[config.mk]
export PLATFORM = sky130hd
export DESIGN_NAME = seg_scan_ctrl
export DESIGN_NICKNAME = d
export VERILOG_FILES = /design/src/rtl/seg_pkg.sv /design/src/rtl/seg_hex_decoder.sv /design/src/rtl/seg_scan_ctrl.sv
export SDC_FILE = /design/constraint.sdc
export NUM_CORES = 1
export LEC_CHECK = 0
export CAP_MARGIN = 40
export CELL_PAD_IN_SITES_DETAIL_PLACEMENT = 2
export CELL_PAD_IN_SITES_GLOBAL_PLACEMENT = 2
export CORE_MARGIN = 2
export CORE_UTILIZATION = 33
export DETAILED_ROUTE_END_ITERATION = 7
export PLACE_DENSITY_LB_ADDON = 0.1
export SYNTH_ARGS = -nofsm -noshare
export SYNTH_HDL_FRONTEND = slang
export SYNTH_SLANG_ARGS = --single-unit
[constraint.sdc]
create_clock -name clk -period 3.3 [get_ports clk]
set_input_delay 0.66 -clock clk [delete_from_list [all_inputs] [get_ports clk]]
set_output_delay 0.66 -clock clk [all_outputs]
set_load 0.05 [all_outputs]
[src/rtl/seg_pkg.sv]
// Seven-segment pattern constants shared by the scan controller.
// Segments are active-low, ordered {g,f,e,d,c,b,a}; the dp bit sits at SEG_DP.
package seg_pkg;

  localparam logic [6:0] SEG_0   = 7'h40;
  localparam logic [6:0] SEG_1   = 7'h79;
  localparam logic [6:0] SEG_2   = 7'h24;
  localparam logic [6:0] SEG_3   = 7'h30;
  localparam logic [6:0] SEG_4   = 7'h19;
  localparam logic [6:0] SEG_5   = 7'h12;
  localparam logic [6:0] SEG_6   = 7'h02;
  localparam logic [6:0] SEG_7   = 7'h78;
  localparam logic [6:0] SEG_8   = 7'h00;
  localparam logic [6:0] SEG_9   = 7'h10;
  localparam logic [6:0] SEG_A   = 7'h08;
  localparam logic [6:0] SEG_B   = 7'h03;
  localparam logic [6:0] SEG_C   = 7'h46;
  localparam logic [6:0] SEG_D   = 7'h21;
  localparam logic [6:0] SEG_E   = 7'h06;
  localparam logic [6:0] SEG_F   = 7'h0E;
  localparam logic [6:0] SEG_OFF = 7'h7F;

  localparam int SEG_DP = 7;

endpackage

[src/rtl/seg_hex_decoder.sv]
// Hex nibble to active-low seven-segment pattern.
// Purely combinational; full 0-F coverage.
module seg_hex_decoder
  import seg_pkg::*;
(
  input  logic [3:0] nibble,
  output logic [6:0] segs
);

  always_comb begin
    segs = SEG_OFF;
    unique case (nibble)
      4'h0: segs = SEG_0;
      4'h1: segs = SEG_1;
      4'h2: segs = SEG_2;
      4'h3: segs = SEG_3;
      4'h4: segs = SEG_4;
      4'h5: segs = SEG_5;
      4'h6: segs = SEG_6;
      4'h7: segs = SEG_7;
      4'h8: segs = SEG_8;
      4'h9: segs = SEG_9;
      4'hA: segs = SEG_A;
      4'hB: segs = SEG_B;
      4'hC: segs = SEG_C;
      4'hD: segs = SEG_D;
      4'hE: segs = SEG_E;
      4'hF: segs = SEG_F;
    endcase
  end

endmodule

[src/rtl/seg_scan_ctrl.sv]
// Time-multiplexed seven-segment scanner with frame-coherent capture,
// leading-zero blanking, global blank and anti-ghosting dead time.
module seg_scan_ctrl
  import seg_pkg::*;
#(
  parameter int NUM_DIGITS     = 4,
  parameter int REFRESH_CYCLES = 100000,
  parameter int DEAD_CYCLES    = 200
) (
  input  logic                    clk,
  input  logic                    reset,
  input  logic [4*NUM_DIGITS-1:0] num,
  input  logic [NUM_DIGITS-1:0]   dp,
  input  logic                    lz_blank,
  input  logic                    blank,
  output logic [NUM_DIGITS-1:0]   An_display,
  output logic [7:0]              BCD_display,
  output logic                    frame_start
);

  localparam int CW = (REFRESH_CYCLES > 1) ? $clog2(REFRESH_CYCLES) : 1;
  localparam int IW = (NUM_DIGITS > 1) ? $clog2(NUM_DIGITS) : 1;

  logic [CW-1:0]           cnt;
  logic [IW-1:0]           idx;
  logic                    started;
  logic [4*NUM_DIGITS-1:0] shadow_num;
  logic [NUM_DIGITS-1:0]   shadow_dp;

  logic                    wrap;
  logic                    capture;
  logic [NUM_DIGITS-1:0]   lz_mask;
  logic [3:0]              nib;
  logic                    dp_bit;
  logic                    lz_bit;
  logic                    sel_valid;
  logic [NUM_DIGITS-1:0]   sel_an;
  logic [6:0]              seg_raw;
  logic [NUM_DIGITS-1:0]   an_d;
  logic [7:0]              bcd_d;

  assign wrap = (cnt == CW'(REFRESH_CYCLES - 1));

  // The first cycle out of reset holds the counter so frame 0 starts cleanly.
  assign capture = !started || (wrap && idx == IW'(NUM_DIGITS - 1));

  always_ff @(posedge clk) begin
    if (reset) begin
      cnt         <= '0;
      idx         <= '0;
      started     <= 1'b0;
      shadow_num  <= '0;
      shadow_dp   <= '0;
      An_display  <= '1;
      BCD_display <= 8'hFF;
      frame_start <= 1'b0;
    end else begin
      started <= 1'b1;
      if (started) begin
        if (wrap) begin
          cnt <= '0;
          idx <= (idx == IW'(NUM_DIGITS - 1)) ? '0 : idx + IW'(1);
        end else begin
          cnt <= cnt + CW'(1);
        end
      end
      if (capture) begin
        shadow_num <= num;
        shadow_dp  <= dp;
      end
      frame_start <= capture;
      An_display  <= an_d;
      BCD_display <= bcd_d;
    end
  end

  // A digit is a leading zero when it and every digit above it are zero.
  always_comb begin
    logic zero_run;
    zero_run = 1'b1;
    lz_mask  = '0;
    for (int i = NUM_DIGITS - 1; i >= 0; i--) begin
      zero_run   = zero_run & (shadow_num[i*4 +: 4] == 4'h0);
      lz_mask[i] = lz_blank & zero_run & (i != 0);
    end
  end

  always_comb begin
    nib       = '0;
    dp_bit    = 1'b0;
    lz_bit    = 1'b0;
    sel_valid = 1'b0;
    sel_an    = '1;
    for (int i = 0; i < NUM_DIGITS; i++) begin
      if (int'(idx) == i) begin
        nib       = shadow_num[i*4 +: 4];
        dp_bit    = shadow_dp[i];
        lz_bit    = lz_mask[i];
        sel_valid = 1'b1;
        sel_an[i] = 1'b0;
      end
    end
  end

  seg_hex_decoder u_dec (
    .nibble (nib),
    .segs   (seg_raw)
  );

  always_comb begin
    an_d  = '1;
    bcd_d = 8'hFF;
    if (cnt >= CW'(DEAD_CYCLES) && sel_valid) begin
      an_d          = sel_an;
      bcd_d[SEG_DP] = ~dp_bit;
      bcd_d[6:0]    = lz_bit ? SEG_OFF : seg_raw;
    end
    if (blank) an_d = '1;
  end

endmodule
==> key figures <==
Place
  • Gpl congestion: 0.7490
  • # port buffers: 36
  • Dpl ws: 930.8 ps
  • HPWL Detailed: 4.730 mm

Drt
  • DR WL/cell: 15.50 um
  • Vias: 1951
  • WL met1: 2.695 mm
  • Met2 routed WL: 3.371 mm
  • Initial DRC count: 29
  • Vias per cell: 4.853
  • First-pass iteration count of the detailed router: 4
  • # DRC: 0
  • Uppermost routed layer: met4
  • WL final: 6.229 mm
  • Met3 WL: 113 um
  • Post-route ant nets: 0

Finish
  • Commonest non-fill, non-tap cell in the layout: dfxtp_1
  • Layout cells sized above 1: 5.941%
  • Reg area: 1061 um^2
  • Nets: 338
  • Layout area overhead: 19.75%
  • Multi-input logic area: 1311 um^2
  • Layout Utilization: 41.18%
  • ANT cells: 0
  • Most frequent cells in the layout: dfxtp_1, nor2_1, clkdlybuf4s50_1
  • Filler cell count: 835

Critical path
  • Crit path arrival time: 2570 ps
  • Reg-to-Reg End: BCD_display[3]
  • Reg2Reg Depth: 10
  • Critical-path maximum fanout: 18
  • CP Class: reg2reg
  • Setup crit start kind: register
  • Crit. End Element: register
  • Crit Reg-Reg Startpoint: idx[0]
  • Crit path from: idx[0]
  • CP required: 3490 ps
  • R2r setup slk: 930 ps

Yosys
  • Syn. warnings: 0
  • Mapped cell area: 2521 um^2
  • Post-synth top flop: dfxtp_1
  • Sequential fraction of the synthesis area: 42.08%
  • Fraction of registers with async set/reset: 0%
  • Post-synth EDFFs: 0
  • Cell count after synthesis: 268
  • Count of different cell masters after synthesis: 45
  • Syn avg cell area: 9.407 um^2
  • #FFs+latches synth: 53
  • Syn_nets: 304

Timing
  • RSZ-0062 raised after global routing: false
  • Crit path time final: 2375 ps
  • Setup Skew: 9.473 ps
  • Max-slew violations: 0
  • Setup_tns: 0 ps
  • Min Hold Slack: 508.7 ps
  • Worst Tran Pin Value: 597.8 ps
  • Crit share post-route: 71.96%
  • Worst setup margin: 925.3 ps
  • Final setup vio count: 0
  • Final hold vios: 0
  • Slew HR: 60.15%
  • Fmax: 421.1 MHz

Global route
  • GR Util All Layers: 16.02%
  • Vias in the first global route: 2142
  • First-pass GRT wire length: 10.80 mm
  • Overflow after GRT: 0
  • Initial antenna violation count: 0
  • Pin count of the biggest net entering global routing: 22

Floorplan
  • Initial core utilization: 34.39%
  • Die footprint: 8355 um^2
  • Die width: 91.41 um
  • Core Footprint: 7331 um^2
  • Ports: 37
  • Die height: 91.41 um
  • Site row count: 31

Clock tree
  • H-tree Lvls: 2
  • Clock transition at path regs: 100 ps
  • # clock sinks: 53
  • Gates resized, CTS repair: 0
  • Clock root cell: clkbuf_8
  • Worst-Skew Late Latency: 300 ps
  • Total CTS buffers: 5
  • Clock Tree Buf Depth: 2
  • CTS Hold Buffers Added: 0
  • TritonCTS clock tree: done
  • Setup bufs post-CTS: 0

Worst hold path
  • WHS Endpoint: shadow_num[2]
  • HP Start: shadow_num[2]
  • WHS Path Cells: 2
  • Hold Path Class: reg2reg

Flow run
  • MaxCap Viol Count: 0

Power
  • Peak supply drop: 0.1427 mV
  • Cell Pwr Density: 383.5 nW/um^2
  • Lkg Pwr: 1.186 nW

Run status
  • Status: finished clean
==> power by group <==
| part | internal (mW) | total (mW) | switching [mW] |
|---|---|---|---|
| Combinational | 0.0661 | 0.124 | 0.0582 |
| Sequential | 0.658 | 0.675 | 0.0171 |
| Clock | 0.152 | 0.359 | 0.207 |
| Total | 0.875 | 1.16 | 0.282 |
==> routing by layer <==
layer	global-route usage (%)	vias up
met5	0	-
met3	2.573	4
met2	30.64	19
li1	-	975
met1	18.34	953
met4	3.788	0
==> synthesized netlist by cell type (4+ instances only) <==
library cell	count	area [um^2]
dfxtp_1	53	1061
nor2_1	42	157.7
mux2i_1	27	270.3
nand2_1	23	86.33
inv_1	14	52.55
ha_1	12	150.1
xor2_1	11	96.34
nand3_1	9	45.04
nand3b_1	6	45.04
xnor2_1	6	52.55
a211oi_1	4	30.03
buf_6	4	45.04
clkbuf_1	4	15.01
nor3b_1	4	30.03
==> cell type report <==
class | instances | area share [%]
Multi-Input combinational cell | 188 | 43.43
Sequential cell | 53 | 35.14
Timing Repair Buffer | 40 | 12.93
Tap cell | 99 | 4.103
Clock buffer | 8 | 2.652
Inverter | 14 | 1.741
==> flip-flops by register name, indices dropped and copies added, names as in the netlist <==
register / count
frame_start: 1
cnt: 17
shadow_num: 16
started: 1
idx: 2
BCD_display: 8
An_display: 4
shadow_dp: 4
==> cell families after synthesis <==
kind of cell / Yosys count / synth area share (%)
xor gates and xnor gates: 17 / 5.906
adders and majority gates: 12 / 5.955
DFF: 53 / 42.08
muxes: 28 / 11.17
AOI/OAI and AO/OA: 24 / 7.593
and+or+nand+nor: 107 / 21.39
buffers and inverters: 27 / 5.905
==> critical path, cell delays in order, from the launching register on <==
cell,delay (ps)
dfxtp_1,410
ha_1,570
a211oi_1,110
a221oi_1,300
buf_4,190
inv_1,80
ha_1,240
inv_1,100
mux2i_1,70
mux2i_1,130
nand2_1,60
==> through the flow <==
| stage | cell area [um^2] | power [mW] | cells |
|---|---|---|---|
| floorplan | 2521 | 0.7641 | 268 |
| global placement | 2939 | 0.8128 | 394 |
| detailed placement | 2939 | 0.8167 | 394 |
| CTS | 3019 | 1.179 | 402 |
| global route | 3019 | 1.219 | 402 |
| finish | 3019 | 1.158 | 402 |
==> worst max-delay path by stage <==
| stage | endpoint | slack [ps] | depth (start not counted) |
|---|---|---|---|
| after CTS | BCD_display[0] | 890 | 9 |
| after floorplan | BCD_display[3] | 990 | 11 |
| final | BCD_display[3] | 930 | 10 |
| after global placement | BCD_display[3] | 1000 | 9 |
| after detailed placement | BCD_display[0] | 930 | 9 |
| after global routing | BCD_display[0] | 650 | 9 |
No activity file was read; power rests on OpenSTA's default activity.
